$ cat config.mk
export PLATFORM = sky130hd
export DESIGN_NAME = spmv_sram_arbiter
export DESIGN_NICKNAME = d
export VERILOG_FILES = /design/src/rtl/spmv_sram_arbiter.sv
export SDC_FILE = /design/constraint.sdc
export NUM_CORES = 1
export LEC_CHECK = 0
export CAP_MARGIN = 40
export CORE_AREA = 3 3 612 614
export DETAILED_ROUTE_END_ITERATION = 16
export DIE_AREA = 0 0 615 617
export PLACE_DENSITY_LB_ADDON = 0.15
export SLEW_MARGIN = 20
export SYNTH_ARGS = -nofsm -noshare
export SYNTH_HDL_FRONTEND = slang
export SYNTH_SLANG_ARGS = --single-unit
$ cat constraint.sdc
create_clock -name i_clk -period 5.6 [get_ports i_clk]
set_clock_uncertainty 0.1 [all_clocks]
set_input_delay 0.56 -clock i_clk [delete_from_list [all_inputs] [get_ports i_clk]]
set_output_delay 0.56 -clock i_clk [all_outputs]
set_load 0.1 [all_outputs]
$ cat src/rtl/spmv_sram_arbiter.sv
// Round-robin, burst-granular arbiter sharing one single-port SRAM bank among NREQ
// requesters, with 1-cycle read-data routing back to the requester that issued the read.
module spmv_sram_arbiter #(
    parameter int NREQ      = 3,
    parameter int AW        = 5,
    parameter int DW        = 256,
    parameter int MAX_BURST = 8
) (
    input  logic               i_clk,
    input  logic               i_rstn,
    input  logic [NREQ-1:0]    i_req,
    input  logic [NREQ-1:0]    i_last,
    input  logic [NREQ-1:0]    i_wr_en,
    input  logic [NREQ*AW-1:0] i_addr,
    input  logic [NREQ*DW-1:0] i_wdata,
    output logic [NREQ-1:0]    o_gnt,
    output logic [AW-1:0]      o_address,
    output logic               o_wr_en,
    output logic [DW-1:0]      o_write_data,
    input  logic [DW-1:0]      i_read_data,
    output logic [NREQ-1:0]    o_rvalid,
    output logic [DW-1:0]      o_rdata,
    output logic               o_busy
);

    localparam int IW = (NREQ > 1) ? $clog2(NREQ) : 1;
    localparam int CW = $clog2(MAX_BURST + 1);

    localparam logic [0:0]    S_IDLE   = 1'b0;
    localparam logic [0:0]    S_GRANT  = 1'b1;
    localparam logic [IW-1:0] LAST_IDX = IW'(NREQ - 1);
    localparam logic [CW-1:0] MAX_CNT  = CW'(MAX_BURST);

    logic [AW-1:0] addr_arr  [NREQ];
    logic [DW-1:0] wdata_arr [NREQ];

    generate
        for (genvar gi = 0; gi < NREQ; gi++) begin : g_unpack
            assign addr_arr[gi]  = i_addr[gi*AW +: AW];
            assign wdata_arr[gi] = i_wdata[gi*DW +: DW];
        end
    endgenerate

    logic [0:0]      state_reg,    state_next;
    logic [IW-1:0]   owner_reg,    owner_next;
    logic [IW-1:0]   rr_ptr_reg,   rr_ptr_next;
    logic [NREQ-1:0] gnt_reg,      gnt_next;
    logic [NREQ-1:0] rvalid_reg,   rvalid_next;
    logic [CW-1:0]   beat_cnt_reg, beat_cnt_next;

    logic            own_req;
    logic            own_last;
    logic            own_wr;
    logic [AW-1:0]   own_addr;
    logic [DW-1:0]   own_wdata;
    logic            beat;
    logic [CW-1:0]   cnt_inc;
    logic            found;
    logic [IW-1:0]   winner;
    logic [IW:0]     cand_sum;

    always_comb begin
        own_req   = i_req[owner_reg];
        own_last  = i_last[owner_reg];
        own_wr    = i_wr_en[owner_reg];
        own_addr  = addr_arr[owner_reg];
        own_wdata = wdata_arr[owner_reg];
        beat      = (state_reg == S_GRANT) && own_req;
        cnt_inc   = beat_cnt_reg + CW'(1);
    end

    // SRAM side is combinational so an async reset (state -> IDLE) kills a write at once.
    assign o_address    = beat ? own_addr  : '0;
    assign o_wr_en      = beat ? own_wr    : 1'b0;
    assign o_write_data = beat ? own_wdata : '0;
    assign o_gnt        = gnt_reg;
    assign o_rvalid     = rvalid_reg;
    assign o_rdata      = i_read_data;
    assign o_busy       = (state_reg == S_GRANT);

    // First requester at or above the rr pointer, wrapping past NREQ-1 back to 0.
    always_comb begin
        found    = 1'b0;
        winner   = rr_ptr_reg;
        cand_sum = '0;
        for (int i = 0; i < NREQ; i++) begin
            cand_sum = {1'b0, rr_ptr_reg} + (IW+1)'(i);
            if (cand_sum >= (IW+1)'(NREQ)) begin
                cand_sum = cand_sum - (IW+1)'(NREQ);
            end
            if (!found && i_req[cand_sum[IW-1:0]]) begin
                found  = 1'b1;
                winner = cand_sum[IW-1:0];
            end
        end
    end

    always_comb begin
        state_next    = state_reg;
        owner_next    = owner_reg;
        rr_ptr_next   = rr_ptr_reg;
        gnt_next      = gnt_reg;
        beat_cnt_next = beat_cnt_reg;
        rvalid_next   = '0;
        case (state_reg)
            S_IDLE: begin
                if (found) begin
                    state_next         = S_GRANT;
                    owner_next         = winner;
                    gnt_next           = '0;
                    gnt_next[winner]   = 1'b1;
                    beat_cnt_next      = '0;
                end
            end
            S_GRANT: begin
                if (!own_req || own_last || (cnt_inc == MAX_CNT)) begin
                    state_next    = S_IDLE;
                    gnt_next      = '0;
                    beat_cnt_next = '0;
                    rr_ptr_next   = (owner_reg == LAST_IDX) ? '0 : owner_reg + IW'(1);
                end else begin
                    beat_cnt_next = cnt_inc;
                end
                // Read return is tagged by the beat itself, so it survives a release at t.
                if (own_req && !own_wr) begin
                    rvalid_next[owner_reg] = 1'b1;
                end
            end
            default: state_next = S_IDLE;
        endcase
    end

    always_ff @(posedge i_clk or negedge i_rstn) begin
        if (!i_rstn) begin
            state_reg    <= S_IDLE;
            owner_reg    <= '0;
            rr_ptr_reg   <= '0;
            gnt_reg      <= '0;
            rvalid_reg   <= '0;
            beat_cnt_reg <= '0;
        end else begin
            state_reg    <= state_next;
            owner_reg    <= owner_next;
            rr_ptr_reg   <= rr_ptr_next;
            gnt_reg      <= gnt_next;
            rvalid_reg   <= rvalid_next;
            beat_cnt_reg <= beat_cnt_next;
        end
    end

endmodule

=== Yosys cells after proc, flatten, opt, wreduce, memory -nomap -nowiden ===
Cells that the tools add are included.

* Bits in registers: 15
* Output and inout port bits: 525
* Word-level logic and storage cells: 91

* $add $sub $neg: 7
* Magnitude comparators: 11
* Eq/ne operators: 4
* Muxes and demuxes: 46
* Bitwise operators: 2
* Reductions and logical operators: 15

{| class="wikitable"
|+ Operators by type and width
! cell !! number
|-
| 256-bit 2-to-1 mux || 3
|-
| 256-bit binary-select mux with 2-bit select || 1
|-
| 2-bit by 3-bit less-than comparator with 1-bit output, second input constant || 5
|-
| 5-bit 2-to-1 mux || 3
|-
| 1-bit 2-to-1 mux || 14
|-
| 2-bit 2-to-1 mux || 7
|-
| 1-bit binary-select mux with 2-bit select || 6
|-
| 3-bit 2-to-1 mux || 4
|-
| 5-bit binary-select mux with 2-bit select || 1
|-
| 4-bit 2-to-1 mux || 2
|-
| 4-bit case mux with 2 select lines || 1
|-
| 3-bit by 2-bit greater-or-equal comparator with 1-bit output, second input constant || 2
|-
| 1-bit logical AND || 6
|-
| 3-bit case mux with 2 select lines || 1
|-
| 2-bit AND reduction || 3
|-
| 2-bit subtractor, second input constant || 3
|-
| 4-bit by 1-bit adder with 4-bit output, second input constant || 1
|-
| 1-bit demux with 2-bit select || 2
|-
| 4-bit equality test, second input constant || 1
|-
| 2-bit by 1-bit greater-or-equal comparator with 1-bit output, second input constant || 2
|-
| 1-bit logical NOT || 4
|-
| 2-bit by 1-bit adder with 3-bit output, second input constant || 1
|-
| 2-bit by 2-bit adder with 3-bit output, second input constant || 1
|-
| 3-bit greater-or-equal comparator, second input constant || 1
|-
| other kinds (9) || 10
|}

=== Depth between registers and ports, before layout ===
Gate-level depths: netlist (run 1).

* Depth after elaboration: 17
* Depth in mapped cells: 8
* Gate-level depth less buffers: 7

=== Worst setup path before layout (run 1) ===
Ideal clock, no wire load.

* Path kind: reg2out
* Start: reg state_reg (netlist: o_busy)
* End: out o_write_data[186]
* Data arrival time: 2.949 ns
* Required time: 4.940 ns
* Slack: 1.991 ns
* Cell stages (with the launch flop): 6
* Buffers on the path: 3
* Cell sequence: dfrtp_1 > clkbuf_1 > nand2b_1 > buf_2 > buf_2 > nor2_1

* Longest elaborated chain between the ends: 2

{| class="wikitable"
|+ Ends and longest elaborated chain
! what !! RTL line !! source
|-
| start, declared || 44 || <nowiki>logic [0:0] state_reg, state_next;</nowiki>
|-
| start signal, assigned || 142 || <nowiki>state_reg <= state_next;</nowiki>
|-
| 1-bit logical AND || 68 || <nowiki>beat = (state_reg == S_GRANT) && own_req;</nowiki>
|-
| 256-bit 2-to-1 mux || 75 || <nowiki>assign o_write_data = beat ? own_wdata : '0;</nowiki>
|-
| end, declared || 19 || <nowiki>output logic [DW-1:0] o_write_data,</nowiki>
|}

Every way passes these cells.

=== Worst setup path in the final report (run 1) ===
* Start: reg owner_reg[0]
* End: out o_write_data[90]

* Longest elaborated chain between the ends: 5

{| class="wikitable"
|+ Ends and longest elaborated chain
! what !! RTL line !! source
|-
| start, declared || 45 || <nowiki>logic [IW-1:0] owner_reg, owner_next;</nowiki>
|-
| start signal, assigned || 143 || <nowiki>owner_reg <= owner_next;</nowiki>
|-
| 2-bit NOT with 3-bit output (implied by the code) || 67 || <nowiki>own_wdata = wdata_arr[owner_reg];</nowiki>
|-
| 256-bit binary-select mux with 2-bit select || 67 ||
|-
| 256-bit 2-to-1 mux (implied by the code) (2 in series) || 67 ||
|-
| 256-bit 2-to-1 mux (*) || 75 ||
|}

Every way passes the cells marked *; elsewhere a longest branch is shown, timed or not. The select of a mux whose other input is x is not followed.

==> summary.txt, run 1 <==
Setup path
  – Critical Path Sink Type: primary output
  – WP data arrival: 4030 ps
  – Setup CP Type: flop to primary output
  – Reg2reg end: o_rvalid[2]
  – R2r setup slk: between 1500 and 2000 ps
  – R2R Path Start: owner_reg[1]
  – Crit Path Max Fanout: roughly 120
  – CP required: a little under 5000 ps
  – CP startpoint kind: flop
  – R2R depth: 6

Logic synthesis
  – Unique masters post-synth: 44
  – Post-Synth Simple-Gate Area: a little under a quarter
  – Top cell type by total area after synthesis: mux2i_1
  – Post-synthesis adder-cell area fraction: less than 1%
  – Synth Area in XOR/XNOR: 0%
  – EDFF count, synth: 0
  – Synth Flop Type: dfrtp_1
  – Avg Inst Size Synth: roughly 6 µm²
  – Area share of the largest cell type after synthesis: 28.7%
  – Largest family of logic cells by synthesized area: multiplexers
  – Post-synthesis sequential area ratio: under 10%
  – Multiplexer area fraction after synthesis: approximately 29%
  – Ys Warns: 0
  – Register bit total from synthesis: 15
  – Compound-gate portion of the synthesized area: roughly 17%
  – Asr flop ratio synth: between 90% and 100%
  – Syn nets: roughly 2,600
  – Syn Std Cell Area: between 9000 and 10,000 µm²
  – Mapped Cells: roughly 1,500
  – Synth area leaders: mux2i_1, nor2_1, buf_4, a21oi_1, dfrtp_1

Power and ir drop
  – Power Total: between 15 and 20 mW
  – Leak: around 8.5 nW
  – Maximum vdd drop: 0.435 mV
  – PwrDens: 576 nW/µm²

Clock tree
  – Clock latency on the worst-skew pair: about 270 ps
  – H-tree levels: 1
  – Clock Tree Buf Depth: 2
  – Clock-pin transition on the worst setup and hold timing paths: 80 ps
  – Post-CTS sizing: 0
  – CTS buffer count: 3
  – Postcts setup bufs: 0
  – CTS tree: done
  – Hold Buf Count CTS: 0
  – Root buffer cell: clkbuf_16
  – # clock sinks: 15

Placed design
  – DP Wirelength: 244 mm
  – DP Cell Count: between 7,000 and 8,000
  – Dpl cell area: about 26,000 µm²
  – Port-buffer cells: between 1,000 and 1,500
  – Final Wtd Congestion: 0.819

Routing
  – Initial DRC Count: 736
  – ANT nets after route: 0
  – Drc violations: 0
  – Vias per inst: 2.11
  – Total wire length: 260 mm
  – Vias: between 15,000 and 20,000
  – First-pass DRT Iterations: 5
  – Wire length per cell: 35.6 µm

Finish
  – Final Cell Area: about 27,000 µm²
  – Nets@finish: 3,385
  – Non-Filler Instances: 7,299
  – Largest register FFs: 4
  – Layout cells sized above 1: 19.3%
  – Synth-to-layout area growth: 184%

STA
  – Rel. slew slack: a little over an eighth
  – Slew @ Worst Pin: roughly 1300 ps
  – RSZ-0062 raised after global routing: no
  – Setup Viol. Count Final: 0
  – Fin. max-slew vios: 0
  – Final hold vios: 0
  – Max Fclk: between 200 and 250 MHz
  – Fin crit share: 83.8%
  – Setup TNS: 0 ps
  – Final Critical Period: ~4700 ps

GRT
  – First-pass GRT wire length: 300 mm
  – Largest net degree at the start of global routing: about 120
  – Tot GR Track Use: between 10% and 20%
  – Initial antenna violation count: 180
  – Vias in the first global route: between 15,000 and 20,000
  – Congestion Overflow GR: 0

Min path
  – HP Class: primary input to asynchronous set/reset pin

Floorplanning
  – Die height: just over 600 µm
  – Placement Rows: roughly 220
  – Io pins: 1,575
  – Core area: approximately 370,000 µm²
  – Die width: roughly 600 µm
  – Die Area: 379,000 µm²
  – Initial Util: under 10%

Outcome
  – Outcome: finished, final reports clean

Run
  – Max Cap Viol: 0
[cell type report]
class / count / area (µm²)
clock inverter: 1 / 7.51
timing repair buffer: 1174 / 13200
fill: 43400 / 343000
multi-input combinational: 1128 / 6700
clock buffer: 3 / 75.1
inverter: 8 / 30.0
antenna: 20 / 50.0
sequential: 15 / 383
tap: 4950 / 6190
[Yosys cell counts, types with 2 or more instances]
library cell / instances
a211o_1: 2
a21oi_1: 268
a22o_1: 2
buf_2: 69
buf_4: 258
clkbuf_1: 48
dfrtp_1: 15
ha_1: 5
inv_1: 8
mux2i_1: 268
nand2_1: 8
nand2b_1: 4
nand3_1: 2
nand3b_1: 2
nor2_1: 528
nor2b_1: 2
nor3_1: 2
o21a_1: 3
o21ai_0: 6
o22ai_1: 3
o2bb2ai_1: 2
[how the worst max path moves through the flow]
| stage | startpoint | end | slack, ps | cells after the start |
|---|---|---|---|---|
| after floorplan | o_busy | o_write_data[186] | 1990 | 5 |
| after global placement | owner_reg[1] | o_write_data[117] | 690 | 7 |
| after detailed placement | i_req[2] | o_write_data[210] | 1060 | 8 |
| after CTS | owner_reg[0] | o_write_data[90] | 920 | 7 |
| after global routing | owner_reg[0] | o_write_data[90] | 810 | 7 |
| final | owner_reg[0] | o_write_data[90] | 910 | 7 |
[layout by cell type (no fill, tap or decap), types with 13 or more instances in the layout]
| master | n |
|---|---|
| clkdlybuf4s50_1 | 792 |
| nor2_1 | 527 |
| mux2i_1 | 268 |
| a21oi_1 | 217 |
| buf_12 | 187 |
| buf_4 | 178 |
| a21oi_2 | 51 |
| diode_2 | 20 |
| dfrtp_1 | 13 |
[critical path, stage by stage, from the launching register on]
cell and delay, ps:
dfrtp_4 790, nor2b_4 340, buf_12 360, buf_4 640, a21oi_1 210, buf_4 210
nor2_1 330, buf_12 230
[cells by family (layout without fill, tap and decap cells)]
group	count (synthesis)	in the layout
AND/OR/NAND/NOR	555	555
buffers and inverters	385	1186
AO/OA/AOI/OAI	299	299
multiplexers	269	269
flip-flops	15	15
adder cells (fa/ha/maj)	5	5
other	0	20
[layer usage]
| metal | wire length, µm | up-vias | track usage, % |
|---|---|---|---|
| met5 | 929 | - | 0.985 |
| met2 | 124000 | 1301 | 22.6 |
| met1 | 94600 | 7169 | 13.8 |
| met4 | 6640 | 78 | 2.43 |
| li1 | - | 6462 | - |
| met3 | 33100 | 370 | 7.48 |
[stage by stage]
| stage | setup WS (ps) | hold WS [ps] | utilization [%] |
|---|---|---|---|
| global placement | 688 | 399 | 6.96 |
| CTS | 918 | 111 | 7.19 |
| floorplan | 1990 | 164 | - |
| global route | 814 | 126 | 7.20 |
| finish | 910 | 120 | 7.21 |
| detailed placement | 1060 | 394 | 7.17 |
[where the power goes]
group	total, mW	switching (mW)	internal, mW
sequential	0.292	0.148	0.144
combinational	14.9	10.9	4.00
clock	0.173	0.0751	0.0975
total	15.3	11.1	4.24
(Power assumes the default switching activity.)
==> inputs of run 2 (changes only) <==
--- a/config.mk
+++ b/config.mk
@@ -6,9 +6,9 @@
 export NUM_CORES = 1
 export LEC_CHECK = 0
 export CAP_MARGIN = 40
-export CORE_AREA = 3 3 612 614
+export CORE_AREA = 3 3 613 615
 export DETAILED_ROUTE_END_ITERATION = 16
-export DIE_AREA = 0 0 615 617
+export DIE_AREA = 0 0 616 618
 export PLACE_DENSITY_LB_ADDON = 0.15
 export SLEW_MARGIN = 20
 export SYNTH_ARGS = -nofsm -noshare
==> constraint.sdc (replaced) <==
create_clock -name i_clk -period 4.2 [get_ports i_clk]
set_clock_uncertainty 0.1 [all_clocks]
set_input_delay 0.42 -clock i_clk [delete_from_list [all_inputs] [get_ports i_clk]]
set_output_delay 0.42 -clock i_clk [all_outputs]
set_load 0.1 [all_outputs]
==> summary.txt, run 2 (same netlist as run 1, synthesis figures left out) <==
Outcome
  – Outcome: finished, final reports clean (unchanged)

Power and ir drop
  – Share of power burned in combinational logic: 97.5% (was 97.0%)
  – Clock power frac: 1.0% (was 1.1%)
  – Cell Int Power: 6.52 mW (was 4.24 mW)
  – PwrDens: 746 nW/µm² (was 576 nW/µm²)
  – Sw frac: 68.7% (was 72.4%)
  – Maximum vdd drop: 0.426 mV (was 0.435 mV)
  – Flop pwr share: 1.6% (was 1.9%)
  – Leak: 8.89 nW (was 8.48 nW)
  – Reported net switching power: 14.3 mW (was 11.1 mW)

Setup path
  – CP required: 3680 ps (was 4940 ps)
  – Setup CP Type: flop to primary output (unchanged)
  – Reg2reg end: o_gnt[1] (was o_rvalid[2])
  – Crit Path Max Fanout: 41 (was 116)
  – CP startpoint kind: flop (unchanged)
  – R2r setup slk: 1200 ps (was 1990 ps)
  – Critical Path Sink Type: primary output (unchanged)
  – R2R Path Start: owner_reg[1] (unchanged)
  – WP data arrival: 3030 ps (was 4030 ps)
  – R2R depth: 7 (was 6)

Clock tree
  – Clock Tree Buf Depth: 2 (unchanged)
  – Root buffer cell: clkbuf_16 (unchanged)
  – Post-CTS sizing: 0 (unchanged)
  – # clock sinks: 15 (unchanged)
  – Clock latency on the worst-skew pair: 250 ps (was 270 ps)
  – Clock-pin transition on the worst setup and hold timing paths: 60 ps (was 80 ps)
  – Hold Buf Count CTS: 0 (unchanged)
  – CTS buffer count: 3 (unchanged)
  – H-tree levels: 1 (unchanged)
  – Postcts setup bufs: 0 (unchanged)
  – CTS tree: done (unchanged)

STA
  – Hold Slack: 326 ps (was 120 ps)
  – Slew @ Worst Pin: 842 ps (was 1300 ps)
  – Final hold vios: 0 (unchanged)
  – RSZ-0062 raised after global routing: no (unchanged)
  – Fin. max-slew vios: 0 (unchanged)
  – Rel. slew slack: 43.9% (was 13.6%)
  – Setup Viol. Count Final: 0 (unchanged)
  – Final Critical Period: 3550 ps
  – Fin crit share: between 80% and 90%
  – Setup TNS: 0 ps (unchanged)
  – Max Fclk: between 200 and 300 MHz

Floorplanning
  – Io pins: 1,575 (unchanged)
  – Die height: 618 µm (was 617 µm)
  – Core area: 371,000 µm² (was 369,000 µm²)
  – Die Area: 381,000 µm² (was 379,000 µm²)
  – Die width: 616 µm (was 615 µm)
  – Placement Rows: 224 (was 223)
  – Initial Util: 2.52% (was 2.54%)

Finish
  – FILL cells: 43,600 (was 43,400)
  – Most common cell after layout, fill and taps aside: clkdlybuf4s50_1 (unchanged)
  – Nets@finish: 3,415 (was 3,385)
  – Largest register FFs: 4 (unchanged)
  – Most frequent cells in the layout: clkdlybuf4s50_1, nor2_1, buf_12 (was clkdlybuf4s50_1, nor2_1, mux2i_1)
  – Final Cell Area: 27,900 µm² (was 26,600 µm²)
  – Synth-to-layout area growth: 198% (was 184%)
  – Layout cells sized above 1: 18.8% (was 19.3%)

Placed design
  – Final Wtd Congestion: 0.810 (was 0.819)
  – DP Wirelength: 227 mm (was 244 mm)
  – Port-buffer cells: 1,062 (unchanged)
  – Dpl cell area: 27,700 µm² (was 26,500 µm²)

Routing
  – Drc violations: 0 (unchanged)
  – Vias per inst: 2.10 (was 2.11)
  – Initial DRC Count: 712 (was 736)
  – Total wire length: 243 mm (was 260 mm)
  – Wire length per cell: 33.0 µm (was 35.6 µm)
  – ANT nets after route: 0 (unchanged)
  – First-pass DRT Iterations: 5 (unchanged)
  – Vias: 15,400 (about the same)

GRT
  – Vias in the first global route: 15,900 (was 16,400)
  – Largest net degree at the start of global routing: 85 (was 117)
  – Initial antenna violation count: 233 (was 180)
  – First-pass GRT wire length: 279 mm (was 300 mm)
  – Tot GR Track Use: 12.2% (was 13.1%)
  – Congestion Overflow GR: 0 (unchanged)

Run
  – Max Cap Viol: 0 (unchanged)

Min path
  – HP Class: primary input to asynchronous set/reset pin (unchanged)
==> run 2: how the worst max path moves through the flow <==
stage	slack [ps]	startpoint	endpoint
after floorplan	730	o_busy	o_write_data[186]
after global placement	270	owner_reg[1]	o_address[4]
after detailed placement	690	i_req[2]	o_write_data[222]
after CTS	510	owner_reg[1]	o_write_data[119]
after global routing	440	owner_reg[1]	o_write_data[119]
final	650	owner_reg[1]	o_write_data[119]
==> run 2: area by class of cell <==
type                    instances  area, µm²  area share [%]
clock inverters                 1       7.51          0.0269
multi-input cells            1128       6560            23.5
well taps                    4972       6220            22.3
repair buffers               1204      14500            52.1
diodes                         30       75.1           0.269
flip-flops and latches         15        383            1.37
inverters                       8       30.0           0.108
clock buffers                   3       75.1           0.269
==> run 2: routing by layer <==
layer,track usage (%),vias up,wire length (µm)
li1,-,6536,-
met1,11.4,6979,78100
met2,21.3,1369,118000
met3,9.36,446,40400
met4,1.63,100,5650
met5,0.762,-,1020
==> run 2: power by group through the flow <==
stage | Clock (mW) | Sequential (mW) | Combinational, mW
2_1_floorplan | 0 | 0.352 | 11.0
3_3_place_gp | 0 | 0.341 | 21.1
3_5_place_dp | 0 | 0.341 | 21.3
4_1_cts | 0.204 | 0.341 | 21.3
5_1_grt | 0.211 | 0.347 | 21.5
6_report | 0.200 | 0.328 | 20.3
==> run 2: worst max-delay path, stage by stage (launching register included) <==
cell	delay (ps)
dfrtp_4	690
buf_12	300
buf_12	310
mux2i_1	220
nor2_1	50
a21oi_1	270
buf_4	270
nor2_1	70
buf_4	170
buf_12	170
==> run 2: through the flow <==
stage	cells	total power [mW]	utilization [%]	worst slack (ps)
6_report	7361	20.8	7.51	650
5_1_grt	7337	22.1	7.50	435
4_1_cts	7331	21.9	7.49	514
3_5_place_dp	7327	21.6	7.47	685
3_3_place_gp	7305	21.5	7.40	267
2_1_floorplan	1528	11.3	-	731
==> inputs of run 3 (changes only) <==
==> constraint.sdc (replaced) <==
create_clock -name i_clk -period 2.9 [get_ports i_clk]
set_clock_uncertainty 0.1 [all_clocks]
set_input_delay 0.29 -clock i_clk [delete_from_list [all_inputs] [get_ports i_clk]]
set_output_delay 0.29 -clock i_clk [all_outputs]
set_load 0.1 [all_outputs]
==> summary.txt, run 3 (same netlist as run 1, synthesis figures left out) <==
Finish
  – Nets@finish: 3,518 (was 3,415)
  – Most frequent cells in the layout: clkdlybuf4s50_1, nor2_1, buf_12 (unchanged)
  – Synth-to-layout area growth: 220% (was 198%)
  – Largest register FFs: 4 (unchanged)
  – FILL cells: 43,400 (was 43,600)
  – Most common cell after layout, fill and taps aside: clkdlybuf4s50_1 (unchanged)
  – Multi-input logic area: 7200 µm² (was 6560 µm²)
  – Layout cells sized above 1: 27.5% (was 18.8%)
  – Reg area: 383 µm² (unchanged)

Setup path
  – CP required: 2510 ps (was 3680 ps)
  – Critical Path Sink Type: primary output (unchanged)
  – Reg2reg end: o_gnt[1] (unchanged)
  – Crit Path Max Fanout: 16 (was 41)
  – R2R depth: 7 (unchanged)
  – Crit path buf inv count: 4 (was 5)
  – Largest stage delay, worst path: 540 ps (was 690 ps)
  – R2R Path Start: owner_reg[1] (unchanged)
  – Worst-path cell chain: buf_16 > buf_4 > mux2i_1 > buf_4 > nor2_1 > a21oi_1 > nor2_1 > buf_12 (was buf_12 > buf_12 > mux2i_1 > nor2_1 > a21oi_1 > buf_4 > nor2_1 > buf_4 > buf_12)
  – Crit-path leading delay family: buffers and inverters (unchanged)
  – Setup CP Type: flop to primary output (unchanged)
  – Slowest CP cell: dfrtp_4 (unchanged)
  – CP startpoint kind: flop (unchanged)
  – R2r setup slk: 280 ps (was 1200 ps)
  – WP data arrival: 2490 ps (was 3030 ps)

STA
  – Setup TNS: 0 ps (unchanged)
  – Rel. slew slack: 54.6% (was 43.9%)
  – Final Critical Period: about 2900 ps
  – RSZ-0062 raised after global routing: yes (was no)
  – Slew @ Worst Pin: 679 ps (was 842 ps)
  – Setup Viol. Count Final: 0 (unchanged)
  – Final hold vios: 0 (unchanged)
  – Fin. max-slew vios: 0 (unchanged)
  – Fin crit share: slightly below 100%
  – Hold Slack: 319 ps (was 326 ps)
  – Post-route setup slack: 20.2 ps (was 650 ps)
  – Max Fclk: around 350 MHz

Routing
  – Drc violations: 0 (unchanged)
  – DRT met1 WL: 72.9 mm (was 78.1 mm)
  – Vias per inst: 2.08 (was 2.10)
  – Wire length per cell: 30.6 µm (was 33.0 µm)
  – First-pass DRT Iterations: 5 (unchanged)
  – Top Metal Used: met5 (unchanged)
  – Vias: 15,500 (was 15,400)
  – Initial DRC Count: 625 (was 712)
  – Met2 wire length: 118 mm (about the same)
  – Routed wl met3: 32.9 mm (was 40.4 mm)
  – Total wire length: 228 mm (was 243 mm)
  – ANT nets after route: 0 (unchanged)

Floorplanning
  – Die height: 618 µm (unchanged)
  – Initial Util: 2.52% (unchanged)
  – Io pins: 1,575 (unchanged)
  – Die width: 616 µm (unchanged)
  – Placement Rows: 224 (unchanged)
  – Core area: 371,000 µm² (unchanged)
  – Die Area: 381,000 µm² (unchanged)

Power and ir drop
  – PwrDens: 1080 nW/µm² (was 746 nW/µm²)
  – Power Total: 32.2 mW (was 20.8 mW)
  – Maximum vdd drop: 0.503 mV (was 0.426 mV)
  – Leak: 9.72 nW (was 8.89 nW)

GRT
  – Congestion Overflow GR: 0 (unchanged)
  – Vias in the first global route: 16,500 (was 15,900)
  – First-pass GRT wire length: 266 mm (was 279 mm)
  – Initial antenna violation count: 140 (was 233)
  – Largest net degree at the start of global routing: 84 (was 85)
  – Tot GR Track Use: 11.4% (was 12.2%)

Clock tree
  – Clock latency on the worst-skew pair: 270 ps (was 250 ps)
  – CTS buffer count: 3 (unchanged)
  – Clock-pin transition on the worst setup and hold timing paths: 80 ps (was 60 ps)
  – Root buffer cell: clkbuf_16 (unchanged)
  – Clock Tree Buf Depth: 2 (unchanged)
  – CTS tree: done (unchanged)
  – Hold Buf Count CTS: 0 (unchanged)
  – H-tree levels: 1 (unchanged)
  – # clock sinks: 15 (unchanged)

Placed design
  – DP Wirelength: 210 mm (was 227 mm)
  – DP Worst Slack: -437 ps (was 685 ps)
  – Port-buffer cells: 1,062 (unchanged)
  – Final Wtd Congestion: 0.789 (was 0.810)

Min path
  – HP Class: primary input to asynchronous set/reset pin (unchanged)

Run
  – Max Cap Viol: 0 (unchanged)

Outcome
  – Outcome: finished, final reports clean (unchanged)
==> run 3: worst max-delay path by stage <==
stage,startpoint,to,slack [ps],cells past startpoint
2_1_floorplan,o_busy,o_write_data[186],-440,5
3_3_place_gp,owner_reg[1],o_write_data[255],-1410,6
3_5_place_dp,owner_reg[1],o_write_data[139],-440,8
4_1_cts,owner_reg[0],o_write_data[147],-60,8
5_1_grt,owner_reg[1],o_write_data[222],-30,7
6_report,owner_reg[1],o_write_data[87],20,8
==> run 3: final cells by class <==
cell class | count | area share, %
Multi-Input combinational cell | 1128 | 24.1
Tap cell | 4972 | 20.8
Antenna cell | 9 | 0.0753
Clock buffer | 3 | 0.251
Clock inverter | 1 | 0.0167
Timing Repair Buffer | 1307 | 53.4
Inverter | 8 | 0.100
Sequential cell | 15 | 1.28
==> run 3: repair_timing <==
| action | 4_1_cts | 5_1_grt |
|---|---|---|
| endpoints found under the setup margin | 110 | 57 |
| gates cloned | 7 | 0 |
| buffers inserted | 12 | 7 |
| pin swaps | 1 | 0 |
| gates resized for setup | 124 | 34 |
==> run 3: through the flow <==
step	cell area, µm²	instances	utilization, %
after floorplan	9430	1528	-
after global placement	28300	7381	7.62
after detailed placement	28700	7404	7.74
after CTS	29700	7427	8.00
after global routing	29900	7437	8.05
final	29900	7443	8.05
==> run 3: where the power goes <==
part	leakage (nW)	total (mW)	switching [mW]	internal, mW
combinational	9.49	31.5	20.7	10.8
clock	0.0409	0.322	0.136	0.186
sequential	0.195	0.405	0.123	0.282
==> run 3: worst reg2reg max path: cells and delay by family, from the launching register on <==
kind | cells | cell delay (ps)
AO/OA/AOI/OAI | 4 | 1130
buffers and inverters | 2 | 560
flip-flops | 1 | 540
multiplexers | 1 | 210
==> run 3: routing by layer <==
metal  vias to the layer above  global-route usage [%]
met5                         -                   0.762
met2                      1275                    21.1
met4                        78                    1.22
met3                       298                    7.34
li1                       6723                       -
met1                      7120                    10.7
